==> src/rtl/noc_pkg.sv <==
// Shared NoC definitions: flit field widths, the flit packing helper and the
// injection scheduler state encoding.
package noc_pkg;

    localparam int WIDTH_packet = 28;
    localparam int WIDTH_addr   = 3;
    localparam int WIDTH_dest   = 3;
    localparam int WIDTH_flit   = WIDTH_packet + WIDTH_addr + WIDTH_dest;

    typedef enum logic [1:0] {
        IDLE = 2'd0,
        HOLD = 2'd1,
        DONE = 2'd2
    } inj_state_t;

    // Router flit layout, MSB first: payload, source address, destination.
    function automatic logic [WIDTH_flit-1:0] pack_flit(
        input logic [WIDTH_packet-1:0] payload,
        input logic [WIDTH_addr-1:0]   addr,
        input logic [WIDTH_dest-1:0]   dest
    );
        return {payload, addr, dest};
    endfunction

endpackage

==> src/rtl/rr_arbiter.sv <==
// Combinational round-robin arbiter: picks the first set request searching
// upward from ptr+1 (mod N); the pointer register lives in the caller.
module rr_arbiter #(
    parameter  int N  = 4,
    localparam int IW = (N > 1) ? $clog2(N) : 1
) (
    input  logic [N-1:0]  req,
    input  logic [IW-1:0] ptr,
    output logic [N-1:0]  grant,
    output logic [IW-1:0] grant_idx
);

    logic          found;
    logic [IW-1:0] idx;

    // NOTE: every signal driven here gets a default before any branch, otherwise
    // paths that skip an assignment would infer latches.
    always_comb begin
        grant     = '0;
        grant_idx = '0;
        found     = 1'b0;
        idx       = '0;
        for (int off = 1; off <= N; off++) begin
            idx = IW'((int'(ptr) + off) % N);
            if (!found && req[idx]) begin
                found      = 1'b1;
                grant[idx] = 1'b1;
                grant_idx  = idx;
            end
        end
    end

endmodule

==> src/rtl/noc_injection_scheduler.sv <==
// Shares one NoC injection port among NUM_REQ sources: round-robin grant,
// one-entry output register, fixed injection budget ending in DONE.
module noc_injection_scheduler #(
    parameter  int NUM_REQ      = 4,
    parameter  int WIDTH_packet = noc_pkg::WIDTH_packet,
    parameter  int WIDTH_addr   = noc_pkg::WIDTH_addr,
    parameter  int WIDTH_dest   = noc_pkg::WIDTH_dest,
    parameter  int NUM_PACKETS  = 20,
    localparam int WIDTH        = WIDTH_packet + WIDTH_addr + WIDTH_dest,
    localparam int IDX_W        = (NUM_REQ > 1) ? $clog2(NUM_REQ) : 1,
    localparam int CNT_W        = $clog2(NUM_PACKETS + 1)
) (
    input  logic                            clk,
    input  logic                            rst_n,
    input  logic                            enable,
    input  logic [NUM_REQ-1:0]              req_valid,
    output logic [NUM_REQ-1:0]              req_ready,
    input  logic [NUM_REQ*WIDTH_packet-1:0] req_data,
    input  logic [NUM_REQ*WIDTH_dest-1:0]   req_dest,
    output logic                            out_valid,
    input  logic                            out_ready,
    output logic [WIDTH-1:0]                out_packet,
    output logic [CNT_W-1:0]                sent_count,
    output logic [IDX_W-1:0]                last_grant,
    output logic                            done
);
    import noc_pkg::*;

    inj_state_t              state, state_next;
    logic                    load;
    logic                    budget_left;
    logic [NUM_REQ-1:0]      grant;
    logic [IDX_W-1:0]        grant_idx;
    logic [WIDTH_packet-1:0] sel_data;
    logic [WIDTH_dest-1:0]   sel_dest;

    rr_arbiter #(.N(NUM_REQ)) u_arb (
        .req       (req_valid),
        .ptr       (last_grant),
        .grant     (grant),
        .grant_idx (grant_idx)
    );

    assign budget_left = (sent_count < CNT_W'(NUM_PACKETS));

    // rst_n gates load so req_ready stays low while reset is held.
    assign load = rst_n && enable && (state != DONE) && budget_left && (|req_valid)
                  && ((state == IDLE) || ((state == HOLD) && out_ready));

    always_comb begin
        sel_data = '0;
        sel_dest = '0;
        for (int i = 0; i < NUM_REQ; i++) begin
            if (grant[i]) begin
                sel_data = req_data[i*WIDTH_packet +: WIDTH_packet];
                sel_dest = req_dest[i*WIDTH_dest +: WIDTH_dest];
            end
        end
    end

    // NOTE: sequential state uses non-blocking assignments so every register
    // samples pre-edge values regardless of process ordering.
    always_ff @(posedge clk or negedge rst_n) begin
        if (!rst_n) state <= IDLE;
        else        state <= state_next;
    end

    always_comb begin
        state_next = state;
        case (state)
            IDLE: if (load) state_next = HOLD;
            HOLD: begin
                if (load)
                    state_next = HOLD;
                else if (out_ready)
                    state_next = (sent_count == CNT_W'(NUM_PACKETS)) ? DONE : IDLE;
            end
            DONE:    state_next = DONE;
            default: state_next = IDLE;
        endcase
    end

    always_comb begin
        req_ready = load ? grant : '0;
        out_valid = (state == HOLD);
        done      = (state == DONE);
    end

    // The held packet is discarded on reset so a stale flit never reaches the router.
    always_ff @(posedge clk or negedge rst_n) begin
        if (!rst_n) begin
            out_packet <= '0;
            sent_count <= '0;
            last_grant <= IDX_W'(NUM_REQ - 1);
        end else if (load) begin
            out_packet <= {sel_data, WIDTH_addr'(grant_idx), sel_dest};
            sent_count <= sent_count + CNT_W'(1);
            last_grant <= grant_idx;
        end
    end

endmodule

==> config.mk <==
export PLATFORM = sky130hd
export DESIGN_NAME = noc_injection_scheduler
export DESIGN_NICKNAME = d
export VERILOG_FILES = /design/src/rtl/noc_pkg.sv /design/src/rtl/rr_arbiter.sv /design/src/rtl/noc_injection_scheduler.sv
export SDC_FILE = /design/constraint.sdc
export NUM_CORES = 1
export LEC_CHECK = 0
export ABC_AREA = 1
export CAP_MARGIN = 0
export CELL_PAD_IN_SITES_DETAIL_PLACEMENT = 1
export CELL_PAD_IN_SITES_GLOBAL_PLACEMENT = 2
export CORE_MARGIN = 3
export CORE_UTILIZATION = 21
export DETAILED_ROUTE_END_ITERATION = 8
export PLACE_DENSITY_LB_ADDON = 0.1
export SLEW_MARGIN = 20
export SYNTH_ARGS = -nofsm -noshare
export SYNTH_HDL_FRONTEND = slang
export SYNTH_SLANG_ARGS = --single-unit
==> constraint.sdc <==
create_clock -name clk -period 7.43 [get_ports clk]
set_input_delay 1.486 -clock clk [delete_from_list [all_inputs] [get_ports clk]]
set_output_delay 1.486 -clock clk [all_outputs]
set_load 0.03 [all_outputs]
# Word level (Yosys, flattened, before mapping)
# Index checks and enable logic that the tools add are counted.
# totals
regBits	42
input_bits	132
out_inout_bits	47
elab_cells	88
# op_classes
addsub	5
order_cmp	9
n_eq_ne	6
mux	41
n_bitwise	3
n_reduce_logical	20
# op_table
operator	n
$mux W28	4
$mux W4	5
$mux W2	8
$logic_and A1 B1 Y1	13
$lt A2 B3 Y1 const B	4
$mux W3	4
$or A4 B4 Y4	3
$mux W1	11
$bmux W1 S2	4
$demux W1 S2	4
$ge A2 B1 Y1 const B	4
$pmux W2 S3	1
$add A5 B1 Y5 const B	1
$eq A5 B5 Y1 const B	1
$lt A5 B5 Y1 const B	1
$add A2 B1 Y2 const B	2
$add A2 B2 Y2 const B	2
$ne A2 B2 Y1 const B	2
$reduce_or A4 Y1	1
$logic_not A1 Y1	3
$ne A3 B1 Y1 const B	1
$eq A2 B1 Y1 const B	1
$eq A2 B2 Y1 const B	1
$logic_not A2 Y1	1
2 further kinds	2

# Logic depth before layout (Yosys ltp)
# logic_depth
depth_word	17
depth_mapped	16
mapped_depth_nobuf	14

# By module
# Synthesis repeated with hierarchy kept, for this count alone.
# hier_totals
hier_cells	533
hier_area_um2	3419.5
# modules_own_cells
mod	n_inst	cells_per_inst	area_per_inst_um2	seq_area_each_um2
noc_injection_scheduler	1	448	2884.0	1053.5
rr_arbiter	1	85	535.5	0.0

# Worst setup path before layout
# OpenSTA, ideal clock, no wires.
# synth_timing
kind	input -> output
startpoint	input req_valid[2]
endpoint	output req_ready[2]
arrival_time_ps	2674
t_required_ps	5944
slack_ps	3270
path_stages	10
path_buffers	1
cell_sequence	inv_1 -> nand2_1 -> nand3_2 -> nand2_4 -> nor2_4 -> nand3_1 -> nand3_4 -> buf_4 -> nand2_1 -> inv_1
# synth_via
elab_chain_len	13
word_cells_on_any_way	28
# synth_lines
item	line_no	source
start: declaration	noc_injection_scheduler.sv:16	input logic [NUM_REQ-1:0] req_valid,
$bmux W1 S2	rr_arbiter.sv:25	if (!found && req[idx]) begin
$mux W1 (implied by the code)	rr_arbiter.sv:25	
$mux W1	rr_arbiter.sv:25	
$logic_not A1 Y1	rr_arbiter.sv:25	
$logic_and A1 B1 Y1	rr_arbiter.sv:25	
$mux W1	rr_arbiter.sv:25	
$logic_not A1 Y1	rr_arbiter.sv:25	
$logic_and A1 B1 Y1	rr_arbiter.sv:25	
$mux W1	rr_arbiter.sv:25	
$logic_not A1 Y1	rr_arbiter.sv:25	
$logic_and A1 B1 Y1	rr_arbiter.sv:25	
$mux W4	rr_arbiter.sv:25	
$mux W4 *	noc_injection_scheduler.sv:84	req_ready = load ? grant : '0;
end: declaration	noc_injection_scheduler.sv:17	output logic [NUM_REQ-1:0] req_ready,
# Every way passes the cells marked *; elsewhere a longest branch is shown, timed or not. The select of a mux whose other input is x is not followed.

# Worst setup path after layout
# Ends and elaborated chain as after synthesis.

==> run_results.csv <==
group,metric,value,unit
clock_network,clkSlewWorstSetupHoldPaths,0.06,ns
worst_setup_path,r2r_slack,4.15,ns
min_path,hold_path_class,"reg -> reg",
finish,stdcell_count,987,
timing,final.setup.tns,0,ns
power_and_ir_drop,p_per_area,444,mW/mm^2
min_path,hp-start,"out_packet[4]",
routing,drt_iter0_drc,97,
clock_network,cts-buffers-inserted,5,
synthesis,synth_top_flop_cell,"dfrtp_1",
timing,fin_crit_sh,76.5,%
finish,fillerInstances,2129,
worst_setup_path,endpoint_kind,"output port",
power_and_ir_drop,p_leak,3.05,nW
power_and_ir_drop,ir_drop,0.242,mV
clock_network,cts_sinks,42,
timing,post-route-min-period,5.68,ns
run,drv_cap,0,
timing,max_freq,176,MHz
worst_setup_path,critPathArrivalTime,4.20,ns
clock_network,cts_hold_buf,0,
worst_setup_path,crit_fanout,63,
place,post-place-cells,978,
worst_setup_path,worstPathRequired,5.94,ns
power_and_ir_drop,p_sw,1.42,mW
timing,fin_skew,0.00704,ns
worst_setup_path,worstReg2RegEnd,"out_packet[7]",
synthesis,synthTopCellsByArea,"dfrtp_1, nand2_1, nand3_1",
timing,finalSetupViolCount,0,
floorplan,pin_count,179,
synthesis,ys_types,31,
floorplan,die-area,0.0188,sq mm
worst_setup_path,slowest_stage,"clkdlybuf4s50_1",
global_route,antenna_found_initial,1,
finish,utilization,34.0,%
worst_setup_path,cp-start-kind,"input port",
synthesis,yosysTopAreaCell,"dfrtp_1",
routing,drt-total-wl,15000,microns
clock_network,cts_setup_buffers,0,
synthesis,syn_avg_cell_area,5.95,sq um
floorplan,die_w,137,microns
synthesis,synth_seq_cells,42,
finish,areaGrowthSynthToFinish,57.5,%
power_and_ir_drop,pwr-share-clk,9.8,%
timing,slew_violations,0,
timing,worstMarginPinSlew,0.785,ns
routing,drc,0,
routing,via_count,4165,
routing,ant_nets,0,
synthesis,synth_top_area_share,27.7,%
clock_network,htreeDepth,2,
timing,relSlewSlack,47.6,%
synthesis,yosysMostFrequentCell,"nand2_1",
global_route,grt_usage,15.9,%
global_route,grt_pass1_wl,23600,microns
floorplan,rows,47,
finish,drive_gt1_share,6.14,%
place,gp_congestion,0.796,
global_route,grt_max_degree,64,
routing,via_per_inst,4.22,
worst_setup_path,reg2reg_from,"last_grant[1]",
worst_setup_path,cpPeakStageDelay,0.66,ns
global_route,grt_pass1_vias,4482,
power_and_ir_drop,combPwrFrac,74.0,%
synthesis,syn-instance-count,606,
timing,grt_setup_unrepaired,"no",
min_path,holdPathEnd,"out_packet[4]",
synthesis,synthTopCellsByCount,"nand2_1, inv_1, nand3_1",
clock_network,cts_resized,0,
power_and_ir_drop,internal_power,1.10,mW
worst_setup_path,reg2reg_depth,14,
worst_setup_path,crit_start,"req_valid[2]",
clock_network,clock_latency,0.29,ns
synthesis,synth_edf_count,0,
finish,fin_nets,907,
floorplan,die_h,137,microns
synthesis,yosysWarnings,0,
timing,final-hold-violation-count,0,
synthesis,syn_area,0.00361,sq mm
place,io_buffers,177,
clock_network,tritoncts,"yes",
place,place_hpwl,10700,microns
routing,drt_first_pass_iters,4,
status,status,"complete, no violations",
synthesis,ys_seq_area_share,29.2,%
worst_setup_path,critical_path_class,"in -> out",
power_and_ir_drop,swShare,56.3,%
power_and_ir_drop,seq_power_share,16.2,%
clock_network,cts_root_buffer,"clkbuf_16",
floorplan,core_area,0.0167,sq mm
synthesis,synth_nets,748,
min_path,min_delay_path_depth,2,
finish,multi_input_area,0.00194,sq mm
clock_network,cts_buffer_depth,2,
routing,avgRoutedWirePerCell,15.2,microns
finish,ff_latch_area,0.00105,sq mm
timing,worst_hold_slack,0.486,ns
global_route,grt.overflow.total,0,
floorplan,start_util,21.6,%
synthesis,async_flop_share,100,%
worst_setup_path,path_cells,"clkdlybuf4s50_1 > inv_1 > nand2_1 > nand3_2 > nand2_4 > nor2_4 > nand3_1 > nand3_4 > nand2_1 > inv_1 > clkdlybuf4s50_1",
==> layer usage <==
metal  share of wire (%)  wire (microns)  GRT usage (%)  vias up
li1                    -               -              -     2144
met1                  44            6580           20.0     1901
met2                  49            7400           28.0      109
met3                 5.7             851           3.13       11
met4                0.93             139           3.60        0
met5                   0               0              0        -
==> worst max path at each step <==
stage	to	slack (ns)
finish	req_ready[2]	1.75
global route	req_ready[2]	1.54
CTS	req_ready[2]	1.70
detailed placement	req_ready[2]	1.70
global placement	req_ready[2]	1.80
floorplan	req_ready[2]	3.27
==> worst max-delay path: cells and delay by family <==
family | cells | cell delay [ns]
buffers and inverters | 4 | 1.31
and+or+nand+nor | 7 | 1.38
==> cell families after synthesis <==
kind of cell    after synthesis  share of synthesized area, %
flops                        42                          29.2
fa+ha+maj                    10                          3.47
simple gates                357                          41.9
xor+xnor                      3                         0.729
buf+inv                     147                          17.6
other cells                   1                         0.104
compound gates               46                          6.97
==> cell usage in the layout (no fill, tap or decap), types with 2 or more instances in the layout <==
cell type / count
a21boi_0: 2
a21oi_1: 33
buf_4: 6
clkbuf_16: 5
clkbuf_8: 3
clkdlybuf4s50_1: 176
dfrtp_1: 40
dfstp_2: 2
ha_1: 10
inv_1: 98
inv_2: 16
nand2_1: 226
nand3_1: 81
nand3_2: 4
nor2_1: 38
nor2_4: 2
o21ai_0: 6
xor2_1: 3
==> power groups by stage <==
stage	clock, mW	combinational, mW	sequential, mW
6_report	0.248	1.87	0.408
5_1_grt	0.268	2.12	0.423
4_1_cts	0.257	1.92	0.409
3_5_place_dp	0	1.92	0.412
3_3_place_gp	0	1.88	0.407
2_1_floorplan	0	1.18	0.564
==> metrics by stage <==
step                instance area [sq um]  power (mW)  setup slack, ns
floorplan                            3610        1.74             3.27
global placement                     5510        2.28             1.80
detailed placement                   5510        2.33             1.70
CTS                                  5680        2.58             1.70
global route                         5680        2.81             1.54
finish                               5680        2.52             1.75
==> cell type report <==
type	instances	share of cell area, %
antenna	1	0.0440
clock buffer	8	2.93
inverter	116	7.71
multi-input combinational	417	34.1
sequential	42	18.5
tap	220	4.84
timing repair buffer	183	31.9
==> flip-flops by register name, indices dropped and copies added (netlist names) <==
register	count
last_grant	2
out_packet	33
sent_count	5
state	2
Note: power is estimated with default switching activity, not from simulation.
